$ cat src/rtl/pll_reset_sequencer.sv
// rtl/pll_reset_sequencer.sv - PLL lock qualification and synchronous system reset sequencer
module pll_reset_sequencer #(
  parameter int SYNC_STAGES = 2,
  parameter int LOCK_CYCLES = 1024,
  parameter int HOLD_CYCLES = 16,
  parameter int CNT_W       = 8
) (
  input  logic             clock_in,
  input  logic             reset,
  input  logic             locked,
  output logic             rst_out,
  output logic             ready,
  output logic [CNT_W-1:0] lock_loss_count
);

  localparam int STABLE_W = (LOCK_CYCLES > 1) ? $clog2(LOCK_CYCLES) : 1;
  localparam int HOLD_W   = (HOLD_CYCLES > 1) ? $clog2(HOLD_CYCLES) : 1;
  localparam logic [STABLE_W-1:0] STABLE_LAST = STABLE_W'(LOCK_CYCLES - 1);
  localparam logic [HOLD_W-1:0]   HOLD_LAST   = HOLD_W'(HOLD_CYCLES - 1);
  localparam logic [CNT_W-1:0]    CNT_MAX     = '1;

  typedef enum logic [1:0] {
    WAIT_LOCK = 2'd0,
    HOLD      = 2'd1,
    RUN       = 2'd2
  } state_t;

  state_t                state_q, state_d;
  logic [SYNC_STAGES-1:0] sync_q;
  logic                  locked_s;
  logic [STABLE_W-1:0]   stable_q, stable_d;
  logic [HOLD_W-1:0]     hold_q, hold_d;
  logic [CNT_W-1:0]      loss_q, loss_d;

  assign locked_s = sync_q[SYNC_STAGES-1];

  always_ff @(posedge clock_in) begin
    if (reset) begin
      sync_q   <= '0;
      state_q  <= WAIT_LOCK;
      stable_q <= '0;
      hold_q   <= '0;
      loss_q   <= '0;
    end else begin
      sync_q   <= {sync_q[SYNC_STAGES-2:0], locked};
      state_q  <= state_d;
      stable_q <= stable_d;
      hold_q   <= hold_d;
      loss_q   <= loss_d;
    end
  end

  always_comb begin
    state_d  = state_q;
    stable_d = stable_q;
    hold_d   = hold_q;
    loss_d   = loss_q;
    unique case (state_q)
      WAIT_LOCK: begin
        if (!locked_s) begin
          stable_d = '0;
        end else if (stable_q == STABLE_LAST) begin
          state_d = HOLD;
          hold_d  = '0;
        end else begin
          stable_d = stable_q + 1'b1;
        end
      end
      HOLD: begin
        // Losing lock before release is not counted as a loss event
        if (!locked_s) begin
          state_d  = WAIT_LOCK;
          stable_d = '0;
        end else if (hold_q == HOLD_LAST) begin
          state_d = RUN;
        end else begin
          hold_d = hold_q + 1'b1;
        end
      end
      RUN: begin
        if (!locked_s) begin
          state_d  = WAIT_LOCK;
          stable_d = '0;
          if (loss_q != CNT_MAX) loss_d = loss_q + 1'b1;
        end
      end
      default: begin
        state_d  = WAIT_LOCK;
        stable_d = '0;
      end
    endcase
  end

  assign rst_out         = (state_q != RUN);
  assign ready           = (state_q == RUN);
  assign lock_loss_count = loss_q;

endmodule

$ cat config.mk
export PLATFORM = sky130hd
export DESIGN_NAME = pll_reset_sequencer
export DESIGN_NICKNAME = d
export VERILOG_FILES = /design/src/rtl/pll_reset_sequencer.sv
export SDC_FILE = /design/constraint.sdc
export NUM_CORES = 1
export LEC_CHECK = 0
export CAP_MARGIN = 20
export CORE_ASPECT_RATIO = 0.5
export CORE_MARGIN = 5
export CORE_UTILIZATION = 55
export CTS_CLUSTER_DIAMETER = 30
export CTS_CLUSTER_SIZE = 14
export DETAILED_ROUTE_END_ITERATION = 12
export PLACE_DENSITY_LB_ADDON = 0.08
export SYNTH_ARGS = -nofsm -noshare
export SYNTH_HDL_FRONTEND = slang
export SYNTH_SLANG_ARGS = --single-unit
$ cat constraint.sdc
create_clock -name clock_in -period 2.6 [get_ports clock_in]
set_input_delay 0.52 -clock clock_in [delete_from_list [all_inputs] [get_ports clock_in]]
set_output_delay 0.52 -clock clock_in [all_outputs]
set_load 0.01 [all_outputs]
# After elaboration in Yosys (flattened, before gate mapping)
# Index checks and enable logic that the tools add are counted.
# totals
reg_bits	26
inputBits	3
output_inout_bits	10
# op_classes
n_addsub	3
n_eq_ne	14
muxes	15
bitwise_logic	1
reduce_logical	7
# ops
operator	n
$mux W10	3
$pmux W10 S2	1
$mux W4	4
$ne A2 B2 Y1 const B	7
$add A10 B1 Y10 const B	1
$eq A10 B10 Y1 const B	1
$mux W2	5
$add A8 B1 Y8 const B	1
$ne A8 B8 Y1 const B	1
$pmux W4 S2	1
$ne A3 B3 Y1 const B	2
$pmux W2 S3	1
$reduce_and A5 Y1	1
$add A4 B1 Y4 const B	1
$eq A4 B4 Y1 const B	1
$reduce_and A4 Y1	1
$reduce_and A3 Y1	1
$eq A2 B1 Y1 const B	1
$eq A2 B2 Y1 const B	1
$logic_not A2 Y1	1
$reduce_and A2 Y1	1
$reduce_bool A2 Y1	1
$reduce_or A2 Y1	1
$not A1 Y1	1

# Longest topological paths before layout
# Gate-level depths: netlist of the first run.
# logic_depth
depth_word	4
mapped_depth	7
ltp_nobuf	6

# Worst setup path before layout of the first run
# Ideal clock, no wire load.
# synth_path
path_type	reg2reg
start	register state_q[1]
end	register hold_q[0]
t_arrival_ps	1742
slack_ps	791
path_stages_with_launch	8
cell_sequence	dfxtp_1 -> inv_1 -> ha_1 -> clkbuf_1 -> nand4_1 -> or4b_4 -> a211o_1 -> a21oi_2
# synth_via
elab_chain_cells	3
elab_cells_between_ends	9
# synth_lines
element	line_no	rtl
from (decl)	28	state_t state_q, state_d;
from (signal assigned)	46	state_q <= state_d;
$eq A2 B1 Y1 or $logic_not A2 Y1 (tied branches)	58	unique case (state_q)
$ne A2 B2 Y1 (no source line) or $reduce_bool A2 Y1 (tied branches)	-	
$reduce_and A5 Y1 (no source line)	-	
to (signal assigned)	48	hold_q <= hold_d;
to (decl)	32	logic [HOLD_W-1:0] hold_q, hold_d;
# Several ways; a longest one is shown, not always the timed one.
# A chain may end at the register's enable or synchronous reset.

# Worst setup path in the final report of the first run
# layout_path
start	register state_q[0]
end	output port rst_out
# layout_via
elab_chain_cells	1
# layout_lines
element	line_no	rtl
$ne A2 B2 Y1	94	assign rst_out = (state_q != RUN);
to (decl)	11	output logic rst_out,
# No other way between the ends.

==> results of run 1 <==
through the flow:
| step | cell area [um2] | util (%) | hold slack (ns) | total power, mW |
|---|---|---|---|---|
| 2_1_floorplan | 1430 | - | 0.414 | 0.423 |
| 3_3_place_gp | 1580 | 62.3 | 0.419 | 0.430 |
| 3_5_place_dp | 1580 | 62.3 | 0.431 | 0.430 |
| 4_1_cts | 1640 | 64.4 | 0.458 | 0.695 |
| 5_1_grt | 1640 | 64.4 | 0.477 | 0.709 |
| 6_report | 1640 | 64.4 | 0.456 | 0.685 |
final cells by class:
type                       instances  area share (%)
clock buffer                       4            3.37
inverter                           4           0.918
multi-input combinational        131            53.3
sequential                        26            31.8
tap                               37            2.83
timing repair buffer              13            7.80
synth_stat cells, drive strengths merged (5+ instances only):
master  instances  area share (%)
dfxtp          26              36
nor2           14             3.7
nand3          12             4.2
a21oi          11             4.1
nand2          10             2.6
o21ai           8             2.8
nand4           7             4.1
ha              6             5.2
nor3            5             1.7
xor2            5             3.1
power breakdown:
| group | internal, mW | switching [mW] |
|---|---|---|
| registers | 0.400 | 0.00329 |
| clock network | 0.136 | 0.129 |
| logic | 0.00757 | 0.00985 |
state kept, by name, summed over array words and instances, names as in the netlist:
name,cells
hold_q,4
lock_loss_count,8
stable_q,10
state_q,2
sync_q,2
metal layers:
layer	wire length (um)	up-vias
met1	1370	611
met5	0	-
met4	47	0
met2	1330	44
met3	197	6
li1	-	656
worst max path at each step:
stage,start,endpoint,slack [ns],cells past startpoint
finish,state_q[0]$_SDFFE_PP0P_,rst_out,0.48,4
global route,state_q[0]$_SDFFE_PP0P_,rst_out,0.39,4
CTS,state_q[0]$_SDFFE_PP0P_,rst_out,0.46,4
detailed placement,reset,hold_q[3]$_SDFFE_PP0P_,0.65,4
global placement,reset,hold_q[3]$_SDFFE_PP0P_,0.64,4
floorplan,state_q[1]$_SDFFE_PP0P_,hold_q[0]$_SDFFE_PP0P_,0.79,7
cell families after synthesis:
group | after synthesis
adders and majority gates | 6
buffers and inverters | 9
and+or+nand+nor | 78
DFF | 26
AOI/OAI and AO/OA | 40
muxes | 2
xor gates and xnor gates | 5
==> results.toml, run 1 <==
[cts]
cts_resized = 0
root_buffer = "clkbuf_8"
path_clk_slew_ns = 0.09
cts.path.max_buffers = 2
holdBufCountCts = 0
cts_tree = "yes"
post-cts-setup-buffer-count = 0
clk_latency_ns = 0.28
cts.sinks = 26
h-tree-depth = 1
cts_buffers = 3

[power_and_ir_drop]
p_leak_nw = 0.558
p_per_area_nw_per_um2 = 419
irDropWorstVdd_mv = 0.315

[routing]
ant_nets = 0
vias_per_cell = 6.13
drt-initial-drc-count = 110
wirelength_mm = 2.94
wl_per_cell_um = 13.7
firstDrtPassIters = 4
vias = 1317
route.detailed.drc = 0

[synthesis]
ys_types = 46
syn_area_um2 = 1430
yosys.area_share.simple_pct = 32.6
synth_seq_cells = 26
syn_avg_cell_area_um2 = 8.62
synth_cells = 166
yosysWarnings = 0
synth_top_family_by_area = "simple AND/OR/NAND/NOR gates"
synth_fa_ha_area_share_pct = 5.24
synth_compound_area_share_pct = 18.5
synthArstFlopShare_pct = 0
synth_top_flop_cell = "dfxtp_1"
yosys.area_share.xor_xnor_pct = 3.06
muxShareOfSynthArea_pct = 1.40
syn-num-nets = 175
synth_edf_count = 0
synth-seq-area-share_pct = 36.4

[final_layout]
multiInputGateArea_um2 = 871
drive_gt1_share_pct = 6.18
finalNetCount = 188
final_cell_mix = "dfxtp_1, nor2_1, nand3_1, clkdlybuf4s50_1"
area_delta_synth_final_pct = 14.2
diodes = 0
final_common_cell = "dfxtp_1"
layout.area.seq_um2 = 520
finalNonFillerCells = 215
n_fill_cell = 239

[grt]
grt-busiest-layer = "met2"
grtUsageMet2_pct = 27.9
grt_pass1_vias = 1110
grt_pass1_wl_mm = 4.95
grt_util_met3_pct = 5.27
grt_max_degree = 15
gr-usage-met1_pct = 22.1
track_usage_pct = 17.6
antenna_found_initial = 0
grt-ovfl-total = 0

[floorplanning]
die_w_um = 82.1
rows = 13
boundaryPins = 13
dieHeight_um = 46.1
die_area_um2 = 3780
core_area_um2 = 2540
start_util_pct = 56.4

[place]
dpl.cell_count = 211
dp_slack_ns = 0.652
io_buffers = 12
dp_hpwl_mm = 2.14
gp_congestion = 0.871

[worst_hold_path]
min_from = "sync_q[0]$_SDFF_PP0_"
hp-class = "flop to flop"
hold_path_end = "sync_q[1]$_SDFF_PP0_"
hold_depth = 1

[setup_path]
path_cells = "inv_1 > ha_1 > inv_1 > clkdlybuf4s50_1"
critPathTopFamily = "buffers and inverters"
cp-end-kind = "output pin"
critical_path_buf_inv_count = 3
rr_endpoint = "hold_q[0]$_SDFFE_PP0P_"
required_ns = 2.08
path_max_fanout = 8
worst_path_largest_cell_delay_ns = 0.53
critical_path_class = "flop to output pin"
rrSetupSlack_ns = 0.64
rr_worst_depth = 6
worstPathArrival_ns = 1.60
r2r_start = "state_q[1]$_SDFFE_PP0P_"
startpoint_type = "flop"
cpMaxStageDelayCell = "clkdlybuf4s50_1"
cpMostUsedCell = "inv_1"

[sta]
drv_slew = 0
rsz0062_at_grt = "no"
period_share_pct = 81.7
fin_worst_skew_ns = 0.00359
slew_headroom_pct = 63.7
setup_viol = 0
finalCriticalPeriod_ns = 2.12
setup_tns_ns = 0
tightest_slew_ns = 0.540
finalHoldViolations = 0
fin_ws_ns = 0.477
max_freq_mhz = 471

[run_status]
run_status = "finished clean"

[run]
cap_violations = 0
(Power assumes the default switching activity.)
==> run 2, diff against run 1 <==
--- a/config.mk
+++ b/config.mk
@@ -8,7 +8,7 @@
 export CAP_MARGIN = 20
 export CORE_ASPECT_RATIO = 0.5
 export CORE_MARGIN = 5
-export CORE_UTILIZATION = 55
+export CORE_UTILIZATION = 51
 export CTS_CLUSTER_DIAMETER = 30
 export CTS_CLUSTER_SIZE = 14
 export DETAILED_ROUTE_END_ITERATION = 12
==> constraint.sdc (replaced) <==
create_clock -name clock_in -period 1.71 [get_ports clock_in]
set_input_delay 0.342 -clock clock_in [delete_from_list [all_inputs] [get_ports clock_in]]
set_output_delay 0.342 -clock clock_in [all_outputs]
set_load 0.01 [all_outputs]
==> run 2 against run 1 <==
Against the previous run:
- critical path depth grew 2
- register-to-register slack got worse by 0.60 ns
- utilization rose by 6.9 points
==> results.toml, run 2 (same netlist as run 1, synthesis figures left out) <==
[run_status]
run_status = "finished clean"

[place]
gp_congestion = 0.878
post_dp_cell_area_um2 = 1740
dpl.cell_count = 232
io_buffers = 12
dp_hpwl_mm = 2.46

[final_layout]
final_cell_mix = "buf_4, dfxtp_1, nor2_1"
finalNetCount = 213
area_delta_synth_final_pct = 31.4
finalNonFillerCells = 240
final_common_cell = "buf_4"
n_fill_cell = 221
regMostFlops = "stable_q"
design_area_um2 = 1880
largest_register_ffs = 10
diodes = 0
drive_gt1_share_pct = 23.6

[floorplanning]
rows = 13
start_util_pct = 54.3
boundaryPins = 13
dieHeight_um = 47.5
die_w_um = 84.9
core_area_um2 = 2640
die_area_um2 = 4030

[routing]
drt-initial-drc-count = 77
route.detailed.drc = 0
wl_per_cell_um = 14.4
vias = 1439
ant_nets = 0
vias_per_cell = 6.00
wirelength_mm = 3.46
firstDrtPassIters = 4

[run]
cap_violations = 0

[setup_path]
critical_path_class = "flop to flop"
startpoint_type = "flop"
path_max_fanout = 5
cp-end-kind = "flop"
worstPathArrival_ns = 1.89
required_ns = 1.93

[power_and_ir_drop]
p_leak_nw = 0.703
p_per_area_nw_per_um2 = 558
irDropWorstVdd_mv = 0.288

[grt]
grt-ovfl-total = 0
grt_max_degree = 15
track_usage_pct = 17.6
grt_pass1_vias = 1268
antenna_found_initial = 0
grt_pass1_wl_mm = 5.58

[sta]
finalCriticalPeriod_ns = 1.67
rsz0062_at_grt = "yes"
setup_viol = 0
period_share_pct = 97.8
drv_slew = 0
tightest_slew_ns = 0.387
max_freq_mhz = 598
finalHoldViolations = 0
slew_headroom_pct = 74.0
fin_worst_skew_ns = 0.0109

[cts]
cts.sinks = 26
h-tree-depth = 1
clk_latency_ns = 0.28
cts.path.max_buffers = 2
cts_tree = "yes"
root_buffer = "clkbuf_8"
cts_buffers = 3
path_clk_slew_ns = 0.09

[worst_hold_path]
hp-class = "flop to flop"
==> run 2: cell types whose count changed in the layout (fill, tap and decap cells not counted), sizes merged <==
| cell | change |
|---|---|
| buf | +25 |
| clkdlybuf4s50 | -2 |
| dlygate4sd2 | +2 |
==> run 2: what timing repair did <==
item / 4_1_cts / 5_1_grt
endpoints found under the hold margin: 0 / 0
hold buffers: 0 / 0
buffers inserted: 2 / 2
pin swaps: 2 / 5
endpoints found under the setup margin: 7 / 8
gates resized for setup: 7 / 10
==> run 2: worst max-delay path, stage by stage (launching register included) <==
cell     delay [ns]
dfxtp_4        0.37
inv_4          0.05
ha_4           0.24
nand2_4        0.06
nand4_1        0.19
or4_1          0.58
a21oi_1        0.12
==> run 2: layout make-up <==
type / instances / area [um2] / area share [%]
inverters: 4 / 17.5 / 0.931
multi-input cells: 131 / 922 / 49.0
clock buffers: 4 / 55.1 / 2.93
repair buffers: 38 / 313 / 16.6
flip-flops and latches: 26 / 527 / 28.0
well taps: 37 / 46.3 / 2.46
==> run 2: metrics by stage <==
step	total power [mW]	setup TNS, ns	hold WS, ns	utilization [%]	worst slack, ns
after floorplan	0.643	-0.00504	0.414	-	-0.00504
after global placement	0.661	0	0.421	66.0	0.0346
after detailed placement	0.660	-0.156	0.432	66.0	-0.0441
after CTS	1.07	0	0.459	69.6	0.00447
after global routing	1.09	-0.142	0.477	71.4	-0.0544
final	1.05	0	0.446	71.4	0.0382
==> run 2: path summary, 6_finish.rpt <==
kind                                                  to                     from  depth (start not counted)  slack (ns)
worst max-delay path            stable_q[9]$_SDFFE_PP0P_  state_q[0]$_SDFFE_PP0P_                          6        0.04
worst min-delay path                sync_q[1]$_SDFF_PP0_     sync_q[0]$_SDFF_PP0_                          1        0.45
worst max register to register  stable_q[9]$_SDFFE_PP0P_  state_q[0]$_SDFFE_PP0P_                          6        0.04
worst min register to register      sync_q[1]$_SDFF_PP0_     sync_q[0]$_SDFF_PP0_                          1        0.45
==> run 2: metal layers <==
metal | up-vias | global-route usage (%) | part of all wire, %
met5 | - | 0 | 0
met4 | 0 | 5.36 | 0.55
met3 | 4 | 4.64 | 6.8
met2 | 50 | 30.5 | 45
met1 | 679 | 22.4 | 48
li1 | 706 | - | -
==> run 2: power breakdown <==
part           switching [mW]  internal [mW]  total, mW
registers             0.00345          0.607      0.611
logic                  0.0189         0.0166     0.0355
clock network           0.196          0.206      0.402
==> run 3, diff against run 2 <==
--- a/config.mk
+++ b/config.mk
@@ -5,14 +5,14 @@
 export SDC_FILE = /design/constraint.sdc
 export NUM_CORES = 1
 export LEC_CHECK = 0
+export ABC_AREA = 1
 export CAP_MARGIN = 20
 export CORE_ASPECT_RATIO = 0.5
 export CORE_MARGIN = 5
-export CORE_UTILIZATION = 51
+export CORE_UTILIZATION = 40
 export CTS_CLUSTER_DIAMETER = 30
 export CTS_CLUSTER_SIZE = 14
 export DETAILED_ROUTE_END_ITERATION = 12
-export PLACE_DENSITY_LB_ADDON = 0.08
 export SYNTH_ARGS = -nofsm -noshare
 export SYNTH_HDL_FRONTEND = slang
 export SYNTH_SLANG_ARGS = --single-unit
==> run 3 against run 2 <==
Against the previous run:
- combinational power decreased by 12%
- maximum frequency increased by 2.4%
- clock power increased by 28%
- non-clock buffer count decreased by 24
- sequential share of layout area increased by 1.2 points
- synthesized area increased by 6.8%
- cell area decreased by 5.3%
- cell count increased by 26%
- sequential power about the same
- worst hold slack got worse by 0.040 ns
- setup slack improved by 0.039 ns
- critical endpoint is now lock_loss_count[5]
==> results.toml, run 3 <==
[worst_hold_path]
hp-class = "flop to flop"

[floorplanning]
boundaryPins = 13
dieHeight_um = 53.7
die_w_um = 97.4
die_area_um2 = 5230
core_area_um2 = 3550
start_util_pct = 43.1
rows = 15

[final_layout]
n_fill_cell = 365
design_area_um2 = 1780
largest_register_ffs = 10
regMostFlops = "stable_q"
final_cell_mix = "nand2_1, inv_1, nor2_1"
finalNetCount = 261
area_delta_synth_final_pct = 16.4
drive_gt1_share_pct = 9.56
fin_util_pct = 50.2
final_common_cell = "nand2_1"
diodes = 0

[sta]
fin_worst_skew_ns = 0.00748
tightest_slew_ns = 0.391
rsz0062_at_grt = "no"
max_freq_mhz = 612
setup_viol = 0
fin_ws_ns = 0.0768
period_share_pct = 95.5
setup_tns_ns = 0
finalHoldViolations = 0
finalCriticalPeriod_ns = 1.63
slew_headroom_pct = 73.9
drv_slew = 0

[grt]
antenna_found_initial = 0
grt_pass1_wl_mm = 5.69
grt_max_degree = 16
grt-ovfl-total = 0
grt_pass1_vias = 1216
track_usage_pct = 13.6

[setup_path]
critical_path_class = "flop to output pin"
worstPathArrival_ns = 1.29
required_ns = 1.37
worst_path_largest_cell_delay_ns = 0.58
critPathTopFamily = "buffers and inverters"
path_cells = "clkdlybuf4s50_1"
critical_path_buf_inv_count = 1
path_max_fanout = 6
startpoint_type = "flop"
cp-end-kind = "output pin"
cpMaxStageDelayCell = "clkdlybuf4s50_1"

[power_and_ir_drop]
p_leak_nw = 0.725
irDropWorstVdd_mv = 0.262
p_per_area_nw_per_um2 = 650

[routing]
vias_per_cell = 4.67
wl_per_cell_um = 10.9
firstDrtPassIters = 4
vias = 1409
ant_nets = 0
wirelength_mm = 3.30
drt-initial-drc-count = 94
route.detailed.drc = 0

[place]
gp_congestion = 0.805
dp_slack_ns = 0.124
dp_hpwl_mm = 2.47
post_dp_cell_area_um2 = 1710
io_buffers = 12

[synthesis]
synth_edf_count = 0
synth_top_flop_cell = "dfxtp_1"
synth.most_common_cell = "nand2_1"
synth_area_leader_cell = "dfxtp_1"
synth_area_leaders = "dfxtp_1, nand2_1, inv_1"
synth_top_area_share_pct = 34.0
synth_cells = 236
synth_seq_cells = 26
syn-num-nets = 245
syn_avg_cell_area_um2 = 6.48
ys_top_cells_by_count = "nand2_1, inv_1, nor2_1, dfxtp_1, nand3_1"
synth-seq-area-share_pct = 34.0
syn_area_um2 = 1530
yosysWarnings = 0
synthArstFlopShare_pct = 0
ys_types = 26

[cts]
clk_latency_ns = 0.27
cts_buffers = 3
cts.path.max_buffers = 2
root_buffer = "clkbuf_8"
post-cts-setup-buffer-count = 0
holdBufCountCts = 0
cts.sinks = 26
h-tree-depth = 1
cts_tree = "yes"
path_clk_slew_ns = 0.10

[run]
cap_violations = 0

[run_status]
run_status = "finished clean"
## run 3: what timing repair did
item                                    in CTS  in global routing
endpoints found under the hold margin        0                  0
endpoints found under the setup margin       2                  0
gates resized for setup                      2                  0
## run 3: power breakdown
group | total (mW) | switching [mW] | internal, mW
clock network | 0.514 | 0.201 | 0.313
logic | 0.0314 | 0.0200 | 0.0114
registers | 0.612 | 0.00388 | 0.608
## run 3: kinds of logic (layout without fill, tap and decap cells)
kind of cell	count (synthesis)	after routing	share of synthesized area, %
AO/OA/AOI/OAI	21	21	7.37
XOR/XNOR	1	1	0.573
adder cells (fa/ha/maj)	6	6	4.91
buffers and inverters	39	54	9.90
flip-flops	26	26	34.0
AND/OR/NAND/NOR	143	143	43.2
## run 3: final timing paths
| check | startpoint | depth (start not counted) | endpoint | slack (ns) |
|---|---|---|---|---|
| hold / removal | sync_q[0]$_SDFF_PP0_ | 2 | sync_q[1]$_SDFF_PP0_ | 0.41 |
| setup reg to reg | state_q[0]$_SDFFE_PP0P_ | 9 | stable_q[1]$_SDFFE_PP0P_ | 0.16 |
| hold reg to reg | sync_q[0]$_SDFF_PP0_ | 2 | sync_q[1]$_SDFF_PP0_ | 0.41 |
| setup / recovery | lock_loss_count[5]$_SDFFE_PP0P_ | 1 | lock_loss_count[5] | 0.08 |
## run 3: per-stage QoR
stage,hold WS (ns),cells,power [mW]
after floorplan,0.388,236,0.644
after global placement,0.392,298,0.657
after detailed placement,0.393,298,0.658
after CTS,0.407,302,1.17
after global routing,0.423,302,1.21
final,0.406,302,1.16
## run 3: final cells by class
class	instances	area (um2)	area share (%)
tap	51	63.8	3.58
clock inverter	1	30.0	1.69
clock buffer	3	41.3	2.32
multi-input combinational	171	857	48.1
timing repair buffer	14	133	7.45
inverter	36	135	7.59
sequential	26	520	29.2
## run 3: layer usage
metal  up-vias  wire, um  global-route usage (%)
met4         0        15                    2.99
met2        16      1390                    21.4
li1        775         -                       -
met3         2       114                    4.14
met1       616      1780                    18.5
met5         -         0                       0
